**config.mk**
```make
export PLATFORM = sky130hd
export DESIGN_NAME = mandelbrot_pixel_sink
export DESIGN_NICKNAME = d
export VERILOG_FILES = /design/src/rtl/mandelbrot_pixel_sink.sv
export SDC_FILE = /design/constraint.sdc
export NUM_CORES = 1
export LEC_CHECK = 0
export ABC_AREA = 1
export BUFFER_PORTS_ARGS = -buffer_cell sky130_fd_sc_hd__buf_2
export CELL_PAD_IN_SITES_DETAIL_PLACEMENT = 1
export CELL_PAD_IN_SITES_GLOBAL_PLACEMENT = 2
export CORE_UTILIZATION = 40
export CTS_CLUSTER_DIAMETER = 30
export DETAILED_ROUTE_END_ITERATION = 10
export HOLD_SLACK_MARGIN = 0.1
export PLACE_DENSITY = 0.82
export SLEW_MARGIN = 20
export SYNTH_ARGS = -nofsm -noshare
export SYNTH_HDL_FRONTEND = slang
export SYNTH_SLANG_ARGS = --single-unit
```
**constraint.sdc**
```tcl
create_clock -name clk -period 3.2 [get_ports clk]
set_input_delay 0.16 -clock clk [delete_from_list [all_inputs] [get_ports clk]]
set_output_delay 0.16 -clock clk [all_outputs]
set_load 0.05 [all_outputs]
```
**src/rtl/mandelbrot_pixel_sink.sv**
```systemverilog
// Pixel sink for the Mandelbrot engine: tracks raster position, packs two 4-bit
// iteration counts per byte and queues them in a first-word-fall-through FIFO.
module mandelbrot_pixel_sink #(
    parameter int WIDTH      = 640,
    parameter int HEIGHT     = 480,
    parameter int FIFO_DEPTH = 4
) (
    input  logic       clk,
    input  logic       reset,
    input  logic       running,
    input  logic       new_ctr,
    input  logic [3:0] ctr_in,
    output logic [7:0] out_data,
    output logic       out_valid,
    input  logic       out_ready,
    output logic       out_sof,
    output logic       out_eol,
    output logic       frame_done,
    output logic       overflow,
    input  logic       clear_err
);

    localparam int XW = (WIDTH > 1) ? $clog2(WIDTH) : 1;
    localparam int YW = (HEIGHT > 1) ? $clog2(HEIGHT) : 1;
    localparam int AW = (FIFO_DEPTH > 1) ? $clog2(FIFO_DEPTH) : 1;
    localparam logic [XW-1:0] X_LAST = XW'(WIDTH - 1);
    localparam logic [YW-1:0] Y_LAST = YW'(HEIGHT - 1);

    typedef struct packed {
        logic       sof;
        logic       eol;
        logic [7:0] data;
    } entry_t;

    logic          run_q;
    logic [XW-1:0] x;
    logic [YW-1:0] y;
    logic          half;
    logic [3:0]    lo;

    logic          restart;
    logic          accept;
    logic          push;
    logic          pop;
    logic          wr_en;
    logic          full;
    logic          empty;
    logic          line_end;
    logic          frame_end;
    logic [AW:0]   wr_ptr;
    logic [AW:0]   rd_ptr;
    entry_t        wr_entry;
    entry_t        head;
    entry_t        mem [FIFO_DEPTH];

    // A rising edge of running restarts the raster and swallows a coincident strobe.
    assign restart   = running & ~run_q;
    assign accept    = new_ctr & ~restart;
    assign push      = accept & half;
    assign line_end  = (x == X_LAST);
    assign frame_end = line_end & (y == Y_LAST);

    assign wr_entry = '{sof:  (x == XW'(1)) && (y == '0),
                        eol:  line_end,
                        data: {ctr_in, lo}};

    always_ff @(posedge clk or posedge reset) begin
        if (reset) begin
            run_q <= 1'b0;
        end else begin
            run_q <= running;
        end
    end

    always_ff @(posedge clk or posedge reset) begin
        if (reset) begin
            x    <= '0;
            y    <= '0;
            half <= 1'b0;
            lo   <= '0;
        end else if (restart) begin
            x    <= '0;
            y    <= '0;
            half <= 1'b0;
        end else if (accept) begin
            half <= ~half;
            if (!half) begin
                lo <= ctr_in;
            end
            if (line_end) begin
                x <= '0;
                y <= frame_end ? '0 : y + YW'(1);
            end else begin
                x <= x + XW'(1);
            end
        end
    end

    always_ff @(posedge clk or posedge reset) begin
        if (reset) begin
            frame_done <= 1'b0;
        end else begin
            frame_done <= accept & frame_end;
        end
    end

    // Pointers carry one extra wrap bit so full and empty are distinguishable.
    assign empty = (wr_ptr == rd_ptr);
    assign full  = (wr_ptr[AW] != rd_ptr[AW]) && (wr_ptr[AW-1:0] == rd_ptr[AW-1:0]);
    assign pop   = ~empty & out_ready;
    assign wr_en = push & (~full | pop);

    always_ff @(posedge clk or posedge reset) begin
        if (reset) begin
            wr_ptr <= '0;
            rd_ptr <= '0;
        end else begin
            if (wr_en) begin
                wr_ptr <= wr_ptr + (AW+1)'(1);
            end
            if (pop) begin
                rd_ptr <= rd_ptr + (AW+1)'(1);
            end
        end
    end

    // At full with a pop, the write lands in the slot being vacated this edge.
    always_ff @(posedge clk) begin
        if (wr_en) begin
            mem[wr_ptr[AW-1:0]] <= wr_entry;
        end
    end

    always_ff @(posedge clk or posedge reset) begin
        if (reset) begin
            overflow <= 1'b0;
        end else if (push & full & ~pop) begin
            overflow <= 1'b1;
        end else if (clear_err) begin
            overflow <= 1'b0;
        end
    end

    assign head      = mem[rd_ptr[AW-1:0]];
    assign out_valid = ~empty;
    assign out_data  = empty ? 8'h00 : head.data;
    assign out_sof   = ~empty & head.sof;
    assign out_eol   = ~empty & head.eol;

endmodule

```
==> reports/metrics.csv, run 1 <==
metric;value;unit
fin. max-slew vios;0;
sequential power share;37.8;%
largest net degree at the start of global routing;34;
register area share after synthesis;57.1;%
Mapped Area;3550;sq um
initial antenna violation count;0;
status;completed;
TritonCTS Buffers;9;
area grow syn2layout;14.3;%
Sw Share;44.2;%
Worst Hold Launch;new_ctr;
fin util;48.4;%
die height;96.2;microns
worst hold endpoint;x[6];
setup tns final;0;ns
unrepaired setup endpoints after global routing;no;
type of origin of the critical path;register;
Fmax;407;MHz
GRT overflow;0;
Pwr Density;764;nW/um^2
Crit path required time;3.04;ns
Post-Route Skew;0.00817;ns
Max-cap violations;0;
reg-to-reg slack, setup;1.20;ns
crit path max fanout;21;
endpoints failing hold;0;
leakage power;1.79;nW
CTS tree;yes;
P_sw;1.37;mW
DRC;0;
Sequential cell area;2030;sq um
number of routed nets with antenna violations;0;
Place WS;1.10;ns
Mean Syn Cell Area;9.91;sq um
port bufs;22;
Int Power;1.73;mW
Worst-Margin Slew;0.781;ns
htree depth;3;
Initial Util;42.3;%
Row Count;33;
Post-Syn Instances;358;
hold crit path type;input port to register;
Period minus WS final;2.46;ns
setup violators final;0;
CP Capture Type;primary output;
Worst VDD drop;0.321;mV
# fillers;955;
GRT Total Usage;18.6;%
Worst-Skew Late Latency;0.34;ns
asr flop ratio synth;45.2;%
via-per-instance ratio;5.01;
Die W;96.2;microns
vias in the first global route;2615;
Comb pwr share;40.0;%
first-pass GRT wire length;12700;microns
initial drt markers;65;
#FFs+latches synth;73;
hold path depth;3;
Core Region;8380;sq um
Antenna diodes;0;
reg2reg path depth;8;
Total Wirelength;7540;microns
clock root buffer;clkbuf_8;
R2R Path End;mem[1][1];
Yosys warnings;0;
normalized max-slew margin;47.5;%
Top FF cell, synth;edfxtp_1;
Total Die Area;9250;sq um
Vias;2536;
area of the multi-input gates;1300;sq um
num ports;23;
clock power share;22.1;%
clock slew at reported path FFs;0.09;ns
DPL Wire Length;5270;microns
Syn Nets;377;
post-CTS setup buffer count;0;
final worst-path cycle share;76.8;%
layout cells sized above 1;19.7;%
gpl congestion;0.730;
number of enable flip-flop cells after synthesis;40;
nets;415;
clock buffer depth;2;
PnR worst setup slack;0.743;ns
critical path type;register to primary output;
# resized after CTS;0;
R2R Path Start;rd_ptr[0];
Clock Sinks;73;
First-pass DRT Iterations;4;
WP data arrival;2.30;ns
Avg WL per Cell;14.9;microns
Synth cell types;31;
[metal layers]
metal	routed length (microns)	track usage, %
met5	0	0
met4	78	7.09
met3	182	3.87
met2	3650	31.1
met1	3630	23.5
[cells in the final DEF (no fill, tap or decap), types with 4 or more instances in the layout]
cell type      synthesis  layout
o22ai_1               11      11
nand4_1               11      11
edfxtp_1              40      40
nand2_1               74      74
nand3_1               20      20
xor2_1                 6       6
mux2_2                 4       4
clkbuf_8               0       9
ha_1                   9       9
o21ai_0               18      18
nor3_1                 4       4
dlygate4sd3_1          0       8
nor2_1                32      32
mux2i_1               10      10
buf_4                  0       7
dfrtp_1               33      33
buf_2                  4      22
nand2_2               13      13
inv_1                 42      42
[per-stage QoR]
stage / hold WS, ns / cell area [sq um] / power (mW) / instances
2_1_floorplan: 0.191 / 3550 / 2.16 / 358
3_3_place_gp: 0.282 / 3790 / 2.40 / 482
3_5_place_dp: 0.285 / 3790 / 2.44 / 482
4_1_cts: 0.109 / 4050 / 3.13 / 506
5_1_grt: 0.123 / 4050 / 3.31 / 506
6_report: 0.127 / 4050 / 3.10 / 506
[area by class of cell]
cell class / count / area share, %
clock buffers: 9 / 3.06
clock inverters: 7 / 1.48
inverters: 45 / 4.17
multi-input cells: 230 / 32.1
flip-flops and latches: 73 / 50.0
well taps: 105 / 3.24
repair buffers: 37 / 5.99
[cells in the mapped netlist, types with 2 or more instances]
cell type | n | share of area, %
edfxtp_1 | 40 | 34
ha_1 | 9 | 3.2
dfrtp_1 | 33 | 23
nor2_2 | 3 | 0.53
mux2i_1 | 10 | 2.8
nand3_1 | 20 | 2.8
buf_2 | 4 | 0.56
nor2_1 | 32 | 3.4
nor3_1 | 4 | 0.56
o22ai_1 | 11 | 1.9
inv_1 | 42 | 4.4
nand4_1 | 11 | 1.9
inv_2 | 3 | 0.32
nor2_4 | 3 | 0.95
nand2_2 | 13 | 2.3
o21ai_2 | 2 | 0.49
or2_2 | 3 | 0.53
clkbuf_1 | 4 | 0.42
o21ai_0 | 18 | 2.5
xor2_1 | 6 | 1.5
nand2_1 | 74 | 7.8
mux2_2 | 4 | 1.3
[worst max path at each step]
| stage | slack (ns) | to | startpoint |
|---|---|---|---|
| CTS | 0.69 | out_data[3] | rd_ptr[0] |
| finish | 0.74 | out_data[3] | rd_ptr[0] |
| global route | 0.50 | out_data[3] | rd_ptr[0] |
| detailed placement | 1.10 | out_data[3] | rd_ptr[0] |
| floorplan | 1.46 | mem[0][0] | run_q |
| global placement | 1.21 | out_data[7] | rd_ptr[0] |
[kinds of logic (layout without fill, tap and decap cells)]
logic type / count (synthesis) / after routing / share of synthesized area (%)
buffers and inverters: 55 / 98 / 6.21
XOR/XNOR: 7 / 7 / 1.73
AO/OA/AOI/OAI: 33 / 33 / 5.36
flip-flops: 73 / 73 / 57.1
multiplexers: 14 / 14 / 4.09
AND/OR/NAND/NOR: 167 / 167 / 22.3
adder cells (fa/ha/maj): 9 / 9 / 3.17
[flip-flops by register name (all words and copies together), names as in the netlist]
name,count
overflow,1
wr_ptr,3
mem,40
half,1
run_q,1
frame_done,1
lo,4
y,9
x,10
rd_ptr,3
[power by group through the flow]
stage | logic, mW | registers, mW | clock network, mW
after floorplan | 0.981 | 1.18 | 0
after global placement | 1.21 | 1.19 | 0
after detailed placement | 1.24 | 1.19 | 0
after CTS | 1.26 | 1.17 | 0.703
after global routing | 1.38 | 1.19 | 0.741
final | 1.24 | 1.17 | 0.685
[worst max-delay path, cell delays in order (launching register included)]
cell and delay, ns:
dfrtp_1 0.42, buf_4 0.24, inv_2 0.21, nand2_1 0.11
a21oi_2 0.19, nand2_1 0.33, nand2_1 0.20, inv_1 0.05
buf_2 0.20
[what timing repair did]
item | 4_1_cts | 5_1_grt
hold buffers | 8 | 0
endpoints found under the hold margin | 54 | 0
endpoints found under the setup margin | 0 | 0
Note: power is estimated with default switching activity, not from simulation.
==> run 2, diff against run 1 <==
- ABC_AREA: 1 -> 0
- PLACE_DENSITY: 0.82 -> 0.76
- clock period: 3.2 -> 2.35 ns (I/O delays scaled with it)
==> run 2 against run 1 <==
Critical path type unchanged. Final cell count shrank 24%. Global-route usage shrank 1.2 points. Sequential share of layout area grew 2.6 points. Setup slack lost 0.40 ns. Cell area shrank 5.0%. Clock power grew 61%. Routed wire length shrank 16%. Register-to-register slack lost 0.85 ns. Count of clock-buffer cells in the layout grew 1. First-iteration DRC count shrank 3.1%. Core utilization grew 0.73 points. Critical endpoint is now out_eol.
==> reports/metrics.csv, run 2 <==
metric;value;unit;change
normalized max-slew margin;58.6;%;was 47.5%
hold crit path type;input port to register;;unchanged
Finished Layout Cells;384;;was 506
Initial Util;42.1;%;was 42.3%
reg-to-reg slack, setup;0.35;ns;was 1.20 ns
Top FF cell, synth;edfxtp_1;;unchanged
largest net degree at the start of global routing;34;;unchanged
Core Region;7850;sq um;was 8380 sq um
Mean Syn Cell Area;13.8;sq um;was 9.91 sq um
post-synth top area share;36.3;%;was 33.9%
area grow syn2layout;16.5;%;was 14.3%
fin util;49.1;%;was 48.4%
Fmax;498;MHz;
initial drt markers;63;;was 65
number of routed nets with antenna violations;0;;unchanged
setup tns final;0;ns;unchanged
Die W;92.9;microns;was 96.2 microns
Post-Route Skew;0.00676;ns;was 0.00817 ns
Row Count;32;;was 33
wl on met1;2870;microns;was 3630 microns
most frequent cells in the layout;40 x edfxtp_1, 33 x dfrtp_1, 22 x buf_2;;was 74 x nand2_1, 42 x inv_1, 40 x edfxtp_1
vias in the first global route;2133;;was 2615
setup violators final;0;;unchanged
Syn Nets;258;;was 377
Place WS;0.326;ns;was 1.10 ns
port bufs;22;;unchanged
number of enable flip-flop cells after synthesis;40;;unchanged
DPL Wire Length;4230;microns;was 5270 microns
Clock Sinks;73;;unchanged
critical path type;register to primary output;;unchanged
worst-path cell chain;buf_4 > mux4_2 > nor2b_1 > buf_2;;was buf_4 > inv_2 > nand2_1 > a21oi_2 > nand2_1 > nand2_1 > inv_1 > buf_2
leading area contributor after synthesis;edfxtp_1;;unchanged
htree depth;3;;unchanged
Buf+Inv Stages, Crit Path;2;;was 4
Period minus WS final;2.01;ns;
Total Die Area;8630;sq um;was 9250 sq um
layout cells sized above 1;23.0;%;was 19.7%
leakage power;1.54;nW;was 1.79 nW
Synth cell types;44;;was 31
clock slew at reported path FFs;0.07;ns;was 0.09 ns
register area share after synthesis;61.3;%;was 57.1%
GRT overflow;0;;unchanged
crit path max fanout;12;;was 21
die height;92.9;microns;was 96.2 microns
first-pass GRT wire length;11100;microns;was 12700 microns
endpoints failing hold;0;;unchanged
asr flop ratio synth;45.2;%;unchanged
via-per-instance ratio;5.09;;was 5.01
Max-cap violations;0;;unchanged
TritonCTS Buffers;9;;unchanged
most common cell in the synthesized netlist;edfxtp_1;;was nand2_1
post-CTS setup buffer count;0;;unchanged
Vias;1954;;was 2536
gpl congestion;0.741;;was 0.730
DRC;0;;unchanged
unrepaired setup endpoints after global routing;no;;unchanged
Avg WL per Cell;16.5;microns;was 14.9 microns
type of origin of the critical path;register;;unchanged
fin. max-slew vios;0;;unchanged
Post-Syn Instances;239;;was 358
max FFs per register;40;;unchanged
Worst-Skew Late Latency;0.34;ns;about the same
metal3 WL;228;microns;was 182 microns
# placed instances;360;;was 482
CP Capture Type;primary output;;unchanged
highest routed layer;met4;;unchanged
Yosys warnings;0;;unchanged
clock buffer depth;2;;unchanged
Worst VDD drop;0.351;mV;was 0.321 mV
status;completed;;unchanged
Worst-Margin Slew;0.618;ns;was 0.781 ns
Crit path required time;2.23;ns;was 3.04 ns
nets;296;;was 415
# resized after CTS;0;;unchanged
final worst-path cycle share;85.4;%;
list of most frequent post-synthesis cells;40 x edfxtp_1, 33 x dfrtp_1, 13 x nor2_1;;was 74 x nand2_1, 42 x inv_1, 40 x edfxtp_1
# fillers;829;;was 955
placed inst area;3540;sq um;was 3790 sq um
WP data arrival;1.89;ns;was 2.30 ns
Antenna diodes;0;;unchanged
num ports;23;;unchanged
GRT Total Usage;17.4;%;was 18.6%
#FFs+latches synth;73;;unchanged
met2 WL;3180;microns;was 3650 microns
Worst path max stage delay;0.54;ns;was 0.42 ns
Total Wirelength;6350;microns;was 7540 microns
most common cell after layout, fill and taps aside;edfxtp_1;;was nand2_1
First-pass DRT Iterations;4;;unchanged
Pwr Density;1130;nW/um^2;was 764 nW/um^2
CP max-delay cell;mux4_2;;was dfrtp_1
Finished Cell Area;3850;sq um;was 4050 sq um
largest cells by area after synthesis;edfxtp_1 36%, dfrtp_1 25%, mux4_2 6.8%;;was edfxtp_1 34%, dfrtp_1 23%, nand2_1 7.8%
crit-path leading delay family;multiplexers;;was buffers and inverters
Mapped Area;3310;sq um;was 3550 sq um
PnR worst setup slack;0.342;ns;was 0.743 ns
initial antenna violation count;0;;unchanged
clock root buffer;clkbuf_8;;unchanged
CTS tree;yes;;unchanged
-- run 2: final cells by class --
type	instances	area [sq um]	area share, %
flip-flops and latches	73	2030	52.6
repair buffers	36	235	6.11
well taps	102	128	3.31
inverters	12	45.0	1.17
multi-input cells	145	1190	30.9
clock buffers	10	138	3.57
clock inverters	6	90.1	2.34
-- run 2: worst paths after layout --
check / depth (start not counted) / endpoint / start
max in group asynchronous: 4 / rd_ptr[1] / reset
max: 4 / out_eol / rd_ptr[0]
min: 3 / overflow / new_ctr
min reg2reg: 1 / rd_ptr[2] / rd_ptr[2]
min in group asynchronous: 4 / x[3] / reset
max reg2reg: 4 / mem[1][6] / rd_ptr[2]
-- run 2: routing by layer --
| metal | GRT usage [%] | vias to the layer above |
|---|---|---|
| met5 | 0 | - |
| li1 | - | 941 |
| met4 | 5.38 | 0 |
| met2 | 29.3 | 32 |
| met1 | 21.9 | 974 |
| met3 | 4.43 | 7 |
-- run 2: cells by family after synthesis --
logic type	after synthesis	synth area share (%)
compound gates	20	3.75
mux	16	8.86
fa+ha+maj	9	3.41
buf+inv	21	2.69
simple gates	80	14.7
xor+xnor	20	5.30
flops	73	61.3
-- run 2: report_power, final --
| part | internal (mW) | total [mW] | leakage [nW] | switching [mW] |
|---|---|---|---|---|
| registers | 1.53 | 1.65 | 0.796 | 0.114 |
| clock network | 0.630 | 1.10 | 0.113 | 0.474 |
| logic | 0.546 | 1.59 | 0.633 | 1.04 |
| total | 2.71 | 4.34 | 1.54 | 1.63 |
-- run 2: what timing repair did --
item / in CTS / in global routing
hold buffers: 8 / 0
endpoints found under the setup margin: 0 / 0
hold endpoints to repair: 56 / 0
-- run 2: worst reg2reg max path: cells and delay by family, from the launching register on --
| family | cells | cell delay (ns) |
|---|---|---|
| DFF | 1 | 0.40 |
| xor gates and xnor gates | 1 | 0.19 |
| and+or+nand+nor | 3 | 1.06 |
-- run 2: stage by stage --
stage | power [mW] | hold slack, ns
floorplan | 2.92 | 0.149
global placement | 3.24 | 0.235
detailed placement | 3.27 | 0.249
CTS | 4.40 | 0.174
global route | 4.58 | 0.194
finish | 4.34 | 0.186
==> run 3, diff against run 2 <==
- CELL_PAD_IN_SITES_DETAIL_PLACEMENT: 1 -> default
- CELL_PAD_IN_SITES_GLOBAL_PLACEMENT: 2 -> default
- PLACE_DENSITY: 0.76 -> 0.58
==> run 3 against run 2 <==
Critical path depth did not move. Sequential share of layout area rose by 0.59 points. Worst hold slack got worse by 0.034 ns. Die area did not move. Critical endpoint is now out_data[1]. Largest power group unchanged. Highest routed layer unchanged.
==> reports/metrics.csv, run 3 (synthesis gave the netlist of run 2 again) <==
metric;value;unit;change
status;completed;;unchanged
layout cells sized above 1;23.0;%;unchanged
Finished Cell Area;3810;sq um;was 3850 sq um
Worst Hold Launch;new_ctr;;unchanged
num ports;23;;unchanged
htree depth;3;;unchanged
crit path from;rd_ptr[0];;unchanged
endpoints failing hold;0;;unchanged
type of origin of the critical path;register;;unchanged
Vias;1955;;was 1954
most common cell after layout, fill and taps aside;edfxtp_1;;unchanged
unrepaired setup endpoints after global routing;no;;unchanged
Crit path required time;2.23;ns;about the same
CP Capture Type;primary output;;unchanged
First-pass DRT Iterations;4;;unchanged
hold crit path type;input port to register;;unchanged
normalized max-slew margin;61.6;%;was 58.6%
Worst-Skew Late Latency;0.35;ns;was 0.34 ns
nets;296;;unchanged
Row Count;32;;unchanged
setup violators final;0;;unchanged
largest net degree at the start of global routing;34;;unchanged
Place WS;0.341;ns;was 0.326 ns
via-per-instance ratio;5.09;;about the same
Worst-Margin Slew;0.573;ns;was 0.618 ns
Max-cap violations;0;;unchanged
die height;92.9;microns;unchanged
Post-Route Skew;0.00626;ns;was 0.00676 ns
DPL Wire Length;4040;microns;was 4230 microns
max FFs per register;40;;unchanged
CP max-delay cell;mux4_2;;unchanged
PnR worst setup slack;0.336;ns;was 0.342 ns
Die W;92.9;microns;unchanged
worst-path cell chain;buf_4 > mux4_2 > nor2b_1 > buf_2;;unchanged
clock root buffer;clkbuf_8;;unchanged
gpl congestion;0.729;;was 0.741
Fmax;496;MHz;was 498 MHz
Total Wirelength;5860;microns;was 6350 microns
vias in the first global route;2035;;was 2133
Clock Sinks;73;;unchanged
Total Die Area;8630;sq um;unchanged
setup tns final;0;ns;unchanged
port bufs;22;;unchanged
TritonCTS Buffers;9;;unchanged
# resized after CTS;0;;unchanged
initial antenna violation count;0;;unchanged
R2R Path Start;rd_ptr[2];;unchanged
CTS tree;yes;;unchanged
DRC;0;;unchanged
GRT Total Usage;16.0;%;was 17.4%
initial drt markers;99;;was 63
Avg WL per Cell;15.3;microns;was 16.5 microns
fin. max-slew vios;0;;unchanged
most frequent cells in the layout;40 x edfxtp_1, 33 x dfrtp_1, 22 x buf_2;;unchanged
number of routed nets with antenna violations;0;;unchanged
GRT overflow;0;;unchanged
clock buffer depth;2;;unchanged
clock slew at reported path FFs;0.08;ns;was 0.07 ns
leakage power;1.52;nW;was 1.54 nW
Period minus WS final;2.01;ns;about the same
Worst path max stage delay;0.54;ns;about the same
placed inst area;3540;sq um;unchanged
crit path max fanout;12;;unchanged
first-pass GRT wire length;10300;microns;was 11100 microns
area grow syn2layout;15.3;%;was 16.5%
Core Region;7850;sq um;unchanged
Pwr Density;1090;nW/um^2;was 1130 nW/um^2
WP data arrival;1.90;ns;was 1.89 ns
Worst VDD drop;0.363;mV;was 0.351 mV
Antenna diodes;0;;unchanged
critical path type;register to primary output;;unchanged
final worst-path cycle share;85.7;%;was 85.4%
Initial Util;42.1;%;unchanged
-- run 3: changes by cell type in the layout (fill, tap and decap cells not counted) --
cell	previous run	this run
inv_8	0	1
clkinv_2	1	0
bufinv_16	2	0
clkbuf_8	10	9
inv_6	1	3
clkinvlp_4	1	2
-- run 3: repair_timing --
action / CTS / global route
endpoints found under the hold margin: 57 / 0
buffers inserted: 0 / 0
hold buffers: 8 / 0
-- run 3: worst max-delay path: cells and delay by family, from the launching register on --
kind	cells	cell delay, ns
mux	1	0.54
buf+inv	2	0.48
flops	1	0.38
simple gates	1	0.14
-- run 3: path summary, 6_finish.rpt --
check / to / slack [ns] / cells after the start
worst max-delay path: out_data[1] / 0.34 / 4
worst min-delay path: overflow / 0.15 / 3
worst max register to register: mem[0][7] / 0.35 / 4
worst min register to register: rd_ptr[2] / 0.49 / 1
max in group asynchronous: x[6] / 1.65 / 4
min in group asynchronous: lo[2] / 0.39 / 4
-- run 3: cell type report --
type                       count  area [sq um]
fill                         713          4040
sequential                    73          2030
multi-input combinational    145          1190
timing repair buffer          36           235
tap                          102           128
clock buffer                   9           124
clock inverter                 7          61.3
inverter                      12          45.0
-- run 3: stage by stage --
| stage | util, % | instances | power (mW) | hold WS [ns] |
|---|---|---|---|---|
| 2_1_floorplan | - | 239 | 2.92 | 0.149 |
| 3_3_place_gp | 45.2 | 360 | 3.25 | 0.242 |
| 3_5_place_dp | 45.2 | 360 | 3.27 | 0.243 |
| 4_1_cts | 48.5 | 384 | 4.21 | 0.142 |
| 5_1_grt | 48.5 | 384 | 4.39 | 0.153 |
| 6_report | 48.5 | 384 | 4.14 | 0.153 |
-- run 3: where the power goes --
part | switching, mW | leakage [nW] | internal (mW)
Combinational | 1.04 | 0.633 | 0.545
Sequential | 0.109 | 0.796 | 1.53
Clock | 0.516 | 0.0888 | 0.403
Total | 1.66 | 1.52 | 2.48
-- run 3: layer usage --
layer | share of wire [%] | GRT usage, % | wire length, microns | up-vias
met2 | 48 | 25.1 | 2820 | 32
met1 | 47 | 20.7 | 2750 | 975
met3 | 3.4 | 5.42 | 200 | 9
li1 | - | - | - | 939
met4 | 1.4 | 5.38 | 83 | 0
met5 | 0 | 0 | 0 | -
